## src/rtl/exec_sequencer.sv

```systemverilog
// exec_sequencer: multi-cycle controller for one shared execute datapath
// (ALU_Control + operand MUX + ALU).
// - Non-branch operations take one ALU pass.
// - Conditional branches take two passes through the same ALU: a compare
//   pass, then a PC+imm target pass.
// - All ALU drive signals and result fields come straight from registers.
//   The ALU output is sampled only on the clock edge that ends each pass.
module exec_sequencer #(
   parameter int XLEN  = 32,
   parameter int CNT_W = 16
) (
   input  logic             clk,
   input  logic             rst_n,
   input  logic             in_valid,
   output logic             in_ready,
   input  logic [XLEN-1:0]  in_rs1,
   input  logic [XLEN-1:0]  in_rs2,
   input  logic [XLEN-1:0]  in_imm,
   input  logic [XLEN-1:0]  in_pc,
   input  logic             in_alusrc,
   input  logic [1:0]       in_aluop,
   input  logic [2:0]       in_funct3,
   input  logic [6:0]       in_funct7,
   input  logic             in_is_branch,
   output logic [XLEN-1:0]  alu_a,
   output logic [XLEN-1:0]  alu_b,
   output logic [1:0]       alu_aluop,
   output logic [2:0]       alu_funct3,
   output logic [6:0]       alu_funct7,
   input  logic [XLEN-1:0]  alu_result,
   input  logic             alu_zero,
   output logic             out_valid,
   input  logic             out_ready,
   output logic [XLEN-1:0]  out_result,
   output logic             out_taken,
   output logic [XLEN-1:0]  out_target,
   output logic             out_bad_br,
   output logic [CNT_W-1:0] op_count
);

   typedef enum logic [1:0] {
      S_IDLE   = 2'd0,
      S_EXEC   = 2'd1,
      S_TARGET = 2'd2,
      S_DONE   = 2'd3
   } state_t;

   state_t           r_state;

   // Fields captured at accept time that are still needed after the
   // first pass: the target pass uses pc/imm, the branch decision uses funct3.
   logic [XLEN-1:0]  r_pc;
   logic [XLEN-1:0]  r_imm;
   logic [2:0]       r_funct3;
   logic             r_is_branch;

   logic [XLEN-1:0]  r_alu_a;
   logic [XLEN-1:0]  r_alu_b;
   logic [1:0]       r_alu_aluop;
   logic [2:0]       r_alu_funct3;
   logic [6:0]       r_alu_funct7;

   logic             r_out_valid;
   logic [XLEN-1:0]  r_out_result;
   logic             r_out_taken;
   logic [XLEN-1:0]  r_out_target;
   logic             r_out_bad_br;
   logic [CNT_W-1:0] r_op_count;

   // Operand B for the first pass (register vs immediate).
   logic [XLEN-1:0]  w_first_b;
   // Branch verdict from the compare pass: BEQ takes on zero, BNE on
   // non-zero; any other funct3 is a malformed branch and is never taken.
   logic             w_br_taken;
   logic             w_br_bad;

   assign w_first_b  = in_alusrc ? in_imm : in_rs2;
   assign w_br_taken = (r_funct3 == 3'b000) ? alu_zero
                     : (r_funct3 == 3'b001) ? ~alu_zero
                     : 1'b0;
   assign w_br_bad   = (r_funct3 != 3'b000) && (r_funct3 != 3'b001);

   // in_ready is a direct decode of the state register, so it is 1 as soon
   // as reset is released. Only one operation is ever in flight: DONE must
   // drain back to IDLE before the next request is accepted.
   assign in_ready   = (r_state == S_IDLE);
   assign alu_a      = r_alu_a;
   assign alu_b      = r_alu_b;
   assign alu_aluop  = r_alu_aluop;
   assign alu_funct3 = r_alu_funct3;
   assign alu_funct7 = r_alu_funct7;
   assign out_valid  = r_out_valid;
   assign out_result = r_out_result;
   assign out_taken  = r_out_taken;
   assign out_target = r_out_target;
   assign out_bad_br = r_out_bad_br;
   assign op_count   = r_op_count;

   // Sequencer FSM: the next pass's ALU drive is loaded on the same edge
   // that samples the current pass's result.
   always_ff @(posedge clk or negedge rst_n) begin
      if (!rst_n) begin
         r_state      <= S_IDLE;
         r_pc         <= {XLEN{1'b0}};
         r_imm        <= {XLEN{1'b0}};
         r_funct3     <= 3'b000;
         r_is_branch  <= 1'b0;
         r_alu_a      <= {XLEN{1'b0}};
         r_alu_b      <= {XLEN{1'b0}};
         r_alu_aluop  <= 2'b00;
         r_alu_funct3 <= 3'b000;
         r_alu_funct7 <= 7'b0000000;
         r_out_valid  <= 1'b0;
         r_out_result <= {XLEN{1'b0}};
         r_out_taken  <= 1'b0;
         r_out_target <= {XLEN{1'b0}};
         r_out_bad_br <= 1'b0;
         r_op_count   <= {CNT_W{1'b0}};
      end else begin
         case (r_state)
            S_IDLE: begin
               if (in_valid) begin
                  r_pc         <= in_pc;
                  r_imm        <= in_imm;
                  r_funct3     <= in_funct3;
                  r_is_branch  <= in_is_branch;
                  r_alu_a      <= in_rs1;
                  r_alu_b      <= w_first_b;
                  r_alu_aluop  <= in_aluop;
                  r_alu_funct3 <= in_funct3;
                  r_alu_funct7 <= in_funct7;
                  r_state      <= S_EXEC;
               end else begin
                  r_state      <= S_IDLE;
               end
            end
            S_EXEC: begin
               r_out_result <= alu_result;
               r_out_target <= {XLEN{1'b0}};
               if (r_is_branch) begin
                  r_out_taken  <= w_br_taken;
                  r_out_bad_br <= w_br_bad;
                  // Second pass through the same ALU: plain add of PC + imm.
                  r_alu_a      <= r_pc;
                  r_alu_b      <= r_imm;
                  r_alu_aluop  <= 2'b00;
                  r_alu_funct3 <= 3'b000;
                  r_alu_funct7 <= 7'b0000000;
                  r_state      <= S_TARGET;
               end else begin
                  r_out_taken  <= 1'b0;
                  r_out_bad_br <= 1'b0;
                  r_alu_a      <= {XLEN{1'b0}};
                  r_alu_b      <= {XLEN{1'b0}};
                  r_alu_aluop  <= 2'b00;
                  r_alu_funct3 <= 3'b000;
                  r_alu_funct7 <= 7'b0000000;
                  r_out_valid  <= 1'b1;
                  r_state      <= S_DONE;
               end
            end
            S_TARGET: begin
               r_out_target <= alu_result;
               r_alu_a      <= {XLEN{1'b0}};
               r_alu_b      <= {XLEN{1'b0}};
               r_alu_aluop  <= 2'b00;
               r_alu_funct3 <= 3'b000;
               r_alu_funct7 <= 7'b0000000;
               r_out_valid  <= 1'b1;
               r_state      <= S_DONE;
            end
            S_DONE: begin
               // Results stay frozen until the consumer takes them.
               if (out_ready) begin
                  r_out_valid <= 1'b0;
                  r_op_count  <= r_op_count + {{(CNT_W-1){1'b0}}, 1'b1};
                  r_state     <= S_IDLE;
               end else begin
                  r_state     <= S_DONE;
               end
            end
            default: begin
               r_out_valid <= 1'b0;
               r_state     <= S_IDLE;
            end
         endcase
      end
   end

endmodule
```

## config.mk

```make
export PLATFORM = sky130hd
export DESIGN_NAME = exec_sequencer
export DESIGN_NICKNAME = d
export VERILOG_FILES = /design/src/rtl/exec_sequencer.sv
export SDC_FILE = /design/constraint.sdc
export NUM_CORES = 1
export LEC_CHECK = 0
export CELL_PAD_IN_SITES_DETAIL_PLACEMENT = 1
export CELL_PAD_IN_SITES_GLOBAL_PLACEMENT = 2
export CORE_MARGIN = 2
export CORE_UTILIZATION = 24
export DETAILED_ROUTE_END_ITERATION = 8
export GPL_ROUTABILITY_DRIVEN = 0
export GPL_TIMING_DRIVEN = 0
export PLACE_DENSITY_LB_ADDON = 0.1
export SLEW_MARGIN = 20
export SYNTH_ARGS = -nofsm -noshare
export SYNTH_HDL_FRONTEND = slang
export SYNTH_SLANG_ARGS = --single-unit
```

## constraint.sdc

```tcl
create_clock -name clk -period 1.73 [get_ports clk]
set_clock_uncertainty 0.2 [all_clocks]
set_input_delay 0.346 -clock clk [delete_from_list [all_inputs] [get_ports clk]]
set_output_delay 0.346 -clock clk [all_outputs]
set_load 0.01 [all_outputs]
```

### After elaboration in Yosys (flattened, before gate mapping)

Index checks and enable logic that the tools add are counted.

| storage, ports and cells | value |
|---|---|
| output and inout bits | 160 |
| memory bits (read-only) | 0 |
| word-level logic and storage cells | 65 |
| memories | 0 |
| latch bits | 0 |
| bits in registers | 229 |
| memory bits (writable) | 0 |
| bits of input ports | 179 |

| operators by class | value |
|---|---|
| $mul | 0 |
| $add $sub $neg | 1 |
| divide/modulo/power cells | 0 |
| magnitude comparators | 0 |
| reductions and logical operators | 14 |
| bitwise logic cells | 1 |
| eq/ne operators | 8 |
| shift operators | 0 |
| mux-type cells | 25 |

Operators by type and width:

| kind | count |
|---|---|
| 32-bit case mux with 3 select lines | 2 |
| 32-bit two-way mux | 5 |
| 32-bit case mux with 2 select lines | 1 |
| 16-bit by 1-bit adder with 16-bit output, second input constant | 1 |
| 7-bit case mux with 2 select lines | 1 |
| 3-bit nonzero test | 3 |
| 1-bit two-way mux | 8 |
| 2-bit case mux with 4 select lines | 1 |
| 2-bit AND reduction | 4 |
| 7-bit two-way mux | 1 |
| 2-bit != test, second input constant | 3 |
| 3-bit case mux with 2 select lines | 1 |
| 2-bit == test, second input constant | 2 |
| 2-bit two-way mux | 2 |
| 2-bit case mux with 2 select lines | 1 |
| 2-bit nonzero test | 2 |
| 3-bit by 1-bit == test with 1-bit output, second input constant | 1 |
| 3-bit logical NOT | 1 |
| 3-bit two-way mux | 1 |
| 3-bit by 1-bit != test with 1-bit output, second input constant | 1 |
| 1-bit case mux with 3 select lines | 1 |
| 3-bit AND reduction | 1 |
| 2-bit by 1-bit == test with 1-bit output, second input constant | 1 |
| 2-bit logical NOT | 1 |
| 3 further kinds | 3 |

### Longest topological paths before layout

| depth | value |
|---|---|
| word-level depth | 4 |
| gate-level depth with buffers | 8 |
| gate-level depth less buffers | 6 |

### Least setup slack after synthesis

Ideal clock, no wire load.

| timing path | value |
|---|---|
| path kind | reg2reg |
| start | register r_state[1] |
| end | register r_alu_a[25], in the netlist alu_a[25] |
| required time | 1.404 ns |
| clock period less this slack | 1.848 ns |
| slack | -0.118 ns |
| buffers on the path | 2 |
| library setup time | 0.126 ns |
| stages on the path, launching flop included | 9 |
| arrival | 1.522 ns |
| cell sequence | dfrtp_1 -> inv_1 -> ha_1 -> nor2b_4 -> nor2_1 -> buf_2 -> buf_2 -> nor2_1 -> a21oi_1 |

| on the way | value |
|---|---|
| word-level cells in the longest chain between the ends | 3 |
| elaborated cells between the ends (all ways) | 7 |
| those cells by class | eq/ne (3); mux (1); reduce/logical (3) |

RTL lines:

| what | RTL line | source |
|---|---|---|
| start: declaration | 48 | `state_t r_state;` |
| start signal: assignment | 103 | `r_state <= S_IDLE;` |
| start signal: assignment | 132 | `r_state <= S_EXEC;` |
| start signal: assignment | 134 | `r_state <= S_IDLE;` |
| 2-bit logical NOT * | n/a |  |
| via in_ready | 15 | `output logic in_ready,` |
| 2-bit != test (no line) / 3-bit nonzero test (equally long branches) | n/a |  |
| 2-bit AND reduction (no line) | n/a |  |
| end signal: assignment | 108 | `r_alu_a <= {XLEN{1'b0}};` |
| end signal: assignment | 127 | `r_alu_a <= in_rs1;` |
| end signal: assignment | 144 | `r_alu_a <= r_pc;` |
| end: declaration | 57 | `logic [XLEN-1:0] r_alu_a;` |

Mark *: on every way through the listed nets, which the timed path passes. The rest lies on a longest branch.
A chain may end at the register's enable or synchronous reset.

### Final worst setup path

| timing path | value |
|---|---|
| start | register r_state[1] |
| end | register r_imm[5] |

| on the way | value |
|---|---|
| word-level cells in the longest chain between the ends | 2 |

RTL lines:

| what | RTL line | source |
|---|---|---|
| 2-bit logical NOT | 120 | `case (r_state)` |
| 2-bit AND reduction (no line) | n/a |  |
| end signal: assignment | 105 | `r_imm <= {XLEN{1'b0}};` |
| end signal: assignment | 124 | `r_imm <= in_imm;` |
| end: declaration | 53 | `logic [XLEN-1:0] r_imm;` |

Every way passes these cells.

==> qor.csv <==
metric;value;unit
Rel. slew slack;0.649;
die area;0.0426;mm^2
synthesized flop and latch total;229;
r2r worst-path depth;10;
GR Util All Layers;0.175;
Power Total;0.0339;W
vias in the first global route;9198;
WS Path Type;reg2reg;
Max Slew Vio Count;0;
CTS tree;built;
Hold Crit Class;in2async;
Initial Utilization;0.242;
DR vias;8891;
pin count of the biggest net entering global routing;68;
nets;1669;
CP arrival;2.25;ns
Mapped Cells;1030;
Layout area overhead;71.1;%
core area;0.0406;mm^2
DP HPWL;26900;um
DRC viols;0;
clock latency on the worst-skew pair;0.57;ns
clock transition at the registers of the reported paths;0.06;ns
global-route wire length before repair;56400;um
Buffers on Ports;337;
Metal-1 WL;17500;um
pwr dens;2020;mW/mm^2
Syn Std Cell Area;0.00983;mm^2
Bufs and invs on worst path;6;
unrepaired setup endpoints after global routing;true;
CP Data Required Time;1.96;ns
part of the Yosys area used for sequential elements;0.583;
Root Driver;clkbuf_16;
initial drt markers;228;
layout cells sized above 1;0.399;
status;finished with violations;
final cycle utilization of the critical path;1.17;
via density per instance;4.36;
Max-Cap Viols;0;
Worst setup EP type;register;
Cell Rows;74;
Critical Path Fanout Max;7;
Worst-Margin Slew;0.526;ns
Filler cells;4515;
Ys Warns;0;
met3 wire length;2800;um
WL met2;18900;um
Crit path depth;10;
failing checks;setup timing;
die height;206;um
number of antenna violations at the first check in global routing;5;
Worst path max stage delay;0.40;ns
slack of the critical path;-0.294;ns
Chip Width;206;um
maximum vdd drop;0.000899;V
H-tree depth;1;
Routed WL;39800;um
Clock Tree Buf Depth;3;
Slowest-stage cell, CP;dfrtp_1;
max frequency;494;MHz
IO Pins;339;
Final Hold Vio Count;0;
# clock sinks;229;
Detail Route Antenna Nets;0;
Remaining Overflow, GRT;0;
endpoints failing setup;181;
Syn Nets;1215;
syn avg cell area;9.54;um^2
setup_tns;-31.57;ns
Top Layer Used;met5;
Top delay family on crit path;buffers and inverters;
Pleak;7.67;nW
CP Cell Sequence;inv_2 -> ha_4 -> buf_4 -> buf_6 -> and2_4 -> buf_12 -> buf_12 -> clkbuf_16 -> nand2_1 -> nand2_1;
number of library cell types mapped by synthesis;28;
drt first pass iters;4;
drt wl/cell;19.5;um
Worst setup SP type;register;
Tmin final;2.02;ns
number of CTS-inserted buffers;30;
area by class of cell:
type                    instances  area [um^2]  area share
diodes                          4         10.0    0.000595
plain buffers                  58          817      0.0486
clock buffers                  42          836      0.0497
clock inverters                11          148     0.00878
inverters                      38          143     0.00848
multi-input cells             700         4680       0.279
flip-flops and latches        229         5740       0.341
well taps                     532          666      0.0396
repair buffers                427         3780       0.225
stage by stage:
step	cell area, um^2	utilization	setup WS [ns]	hold slack, ns	cells
2_1_floorplan	9910	-	-0.0328	-0.150	1030
3_3_place_gp	13900	0.343	-11.08	0.259	1899
3_5_place_dp	14000	0.345	-0.614	0.121	1902
4_1_cts	15100	0.373	-0.299	0.0948	1970
5_1_grt	16800	0.414	-0.334	0.109	2038
6_report	16800	0.414	-0.294	0.0939	2041
cells by family after synthesis:
| group | after synthesis | share of synthesized area |
|---|---|---|
| fa+ha+maj | 6 | 0.00764 |
| simple gates | 420 | 0.181 |
| mux | 65 | 0.0704 |
| xor+xnor | 16 | 0.0143 |
| buf+inv | 101 | 0.0442 |
| flops | 229 | 0.583 |
| compound gates | 193 | 0.0988 |
synth_stat cells:
cell | n | area [um^2]
ha_1 | 6 | 75.1
buf_2 | 32 | 160
o21ai_0 | 47 | 235
a21oi_1 | 144 | 721
and2_1 | 2 | 12.5
nor4_4 | 2 | 42.5
clkbuf_1 | 24 | 90.1
nand2_1 | 255 | 957
mux2i_1 | 32 | 320
nor3_1 | 1 | 5.00
xnor2_1 | 14 | 123
inv_1 | 38 | 143
mux2_2 | 33 | 372
xor2_1 | 2 | 17.5
buf_1 | 3 | 11.3
nor2_1 | 101 | 379
o22ai_1 | 1 | 6.26
nor2b_4 | 1 | 13.8
nand2b_1 | 2 | 12.5
buf_4 | 4 | 30.0
and3_1 | 2 | 12.5
nand4_4 | 1 | 21.3
nand3_1 | 6 | 30.0
and4_1 | 1 | 8.76
o41ai_1 | 1 | 8.76
nand4_1 | 2 | 12.5
nor2b_1 | 44 | 275
dfrtp_1 | 229 | 5730
registers in the layout (all words and copies together) (netlist names):
signal / cells
r_funct3: 3
r_state: 2
out_target: 32
r_imm: 32
alu_b: 32
op_count: 16
r_pc: 32
alu_funct3: 3
alu_a: 32
out_result: 32
alu_aluop: 2
alu_funct7: 7
out_valid: 1
r_is_branch: 1
out_taken: 1
out_bad_br: 1
repair_timing:
| item | in CTS | in global routing |
|---|---|---|
| resized for setup | 345 | 660 |
| cloned | 2 | 19 |
| buffers inserted | 14 | 52 |
| endpoints found under the setup margin | 377 | 350 |
| endpoints found under the hold margin | 137 | 0 |
| hold buffers | 1 | 0 |
| pin swaps | 2 | 26 |
path summary, 6_finish.rpt:
| kind | slack, ns | from | endpoint |
|---|---|---|---|
| max | -0.29 | r_state[1] | r_imm[5] |
| min | 0.09 | rst_n | out_result[12] |
| max reg2reg | -0.29 | r_state[1] | r_imm[5] |
| min reg2reg | 0.27 | r_imm[28] | r_imm[28] |
| max in group asynchronous | 0.19 | rst_n | alu_funct3[2] |
| min in group clk | 0.12 | in_is_branch | r_is_branch |
power by group:
| group | switching [W] | total, W | internal [W] |
|---|---|---|---|
| clock | 0.00246 | 0.00626 | 0.00380 |
| combinational | 0.00947 | 0.0181 | 0.00859 |
| sequential | 0.00166 | 0.00957 | 0.00791 |
layout by cell type (no fill, tap or decap), drive strengths merged, types with 2 or more instances in the layout:
master,n
a21oi,144
and2,2
and3,2
buf,151
bufinv,3
clkbuf,198
clkdlybuf4s50,176
clkinv,6
dfrtp,229
diode,4
ha,6
inv,39
mux2,33
mux2i,32
nand2,255
nand2b,2
nand3,6
nand4,3
nor2,101
nor2b,45
nor4,2
o21ai,47
xnor2,14
xor2,2
per-layer routing:
metal / track usage / vias to the layer above
met5: 0 / -
met3: 0.0475 / 49
met2: 0.285 / 213
met1: 0.232 / 4359
li1: - / 4264
met4: 0.0355 / 6
Power figures use the tool's default switching activity.
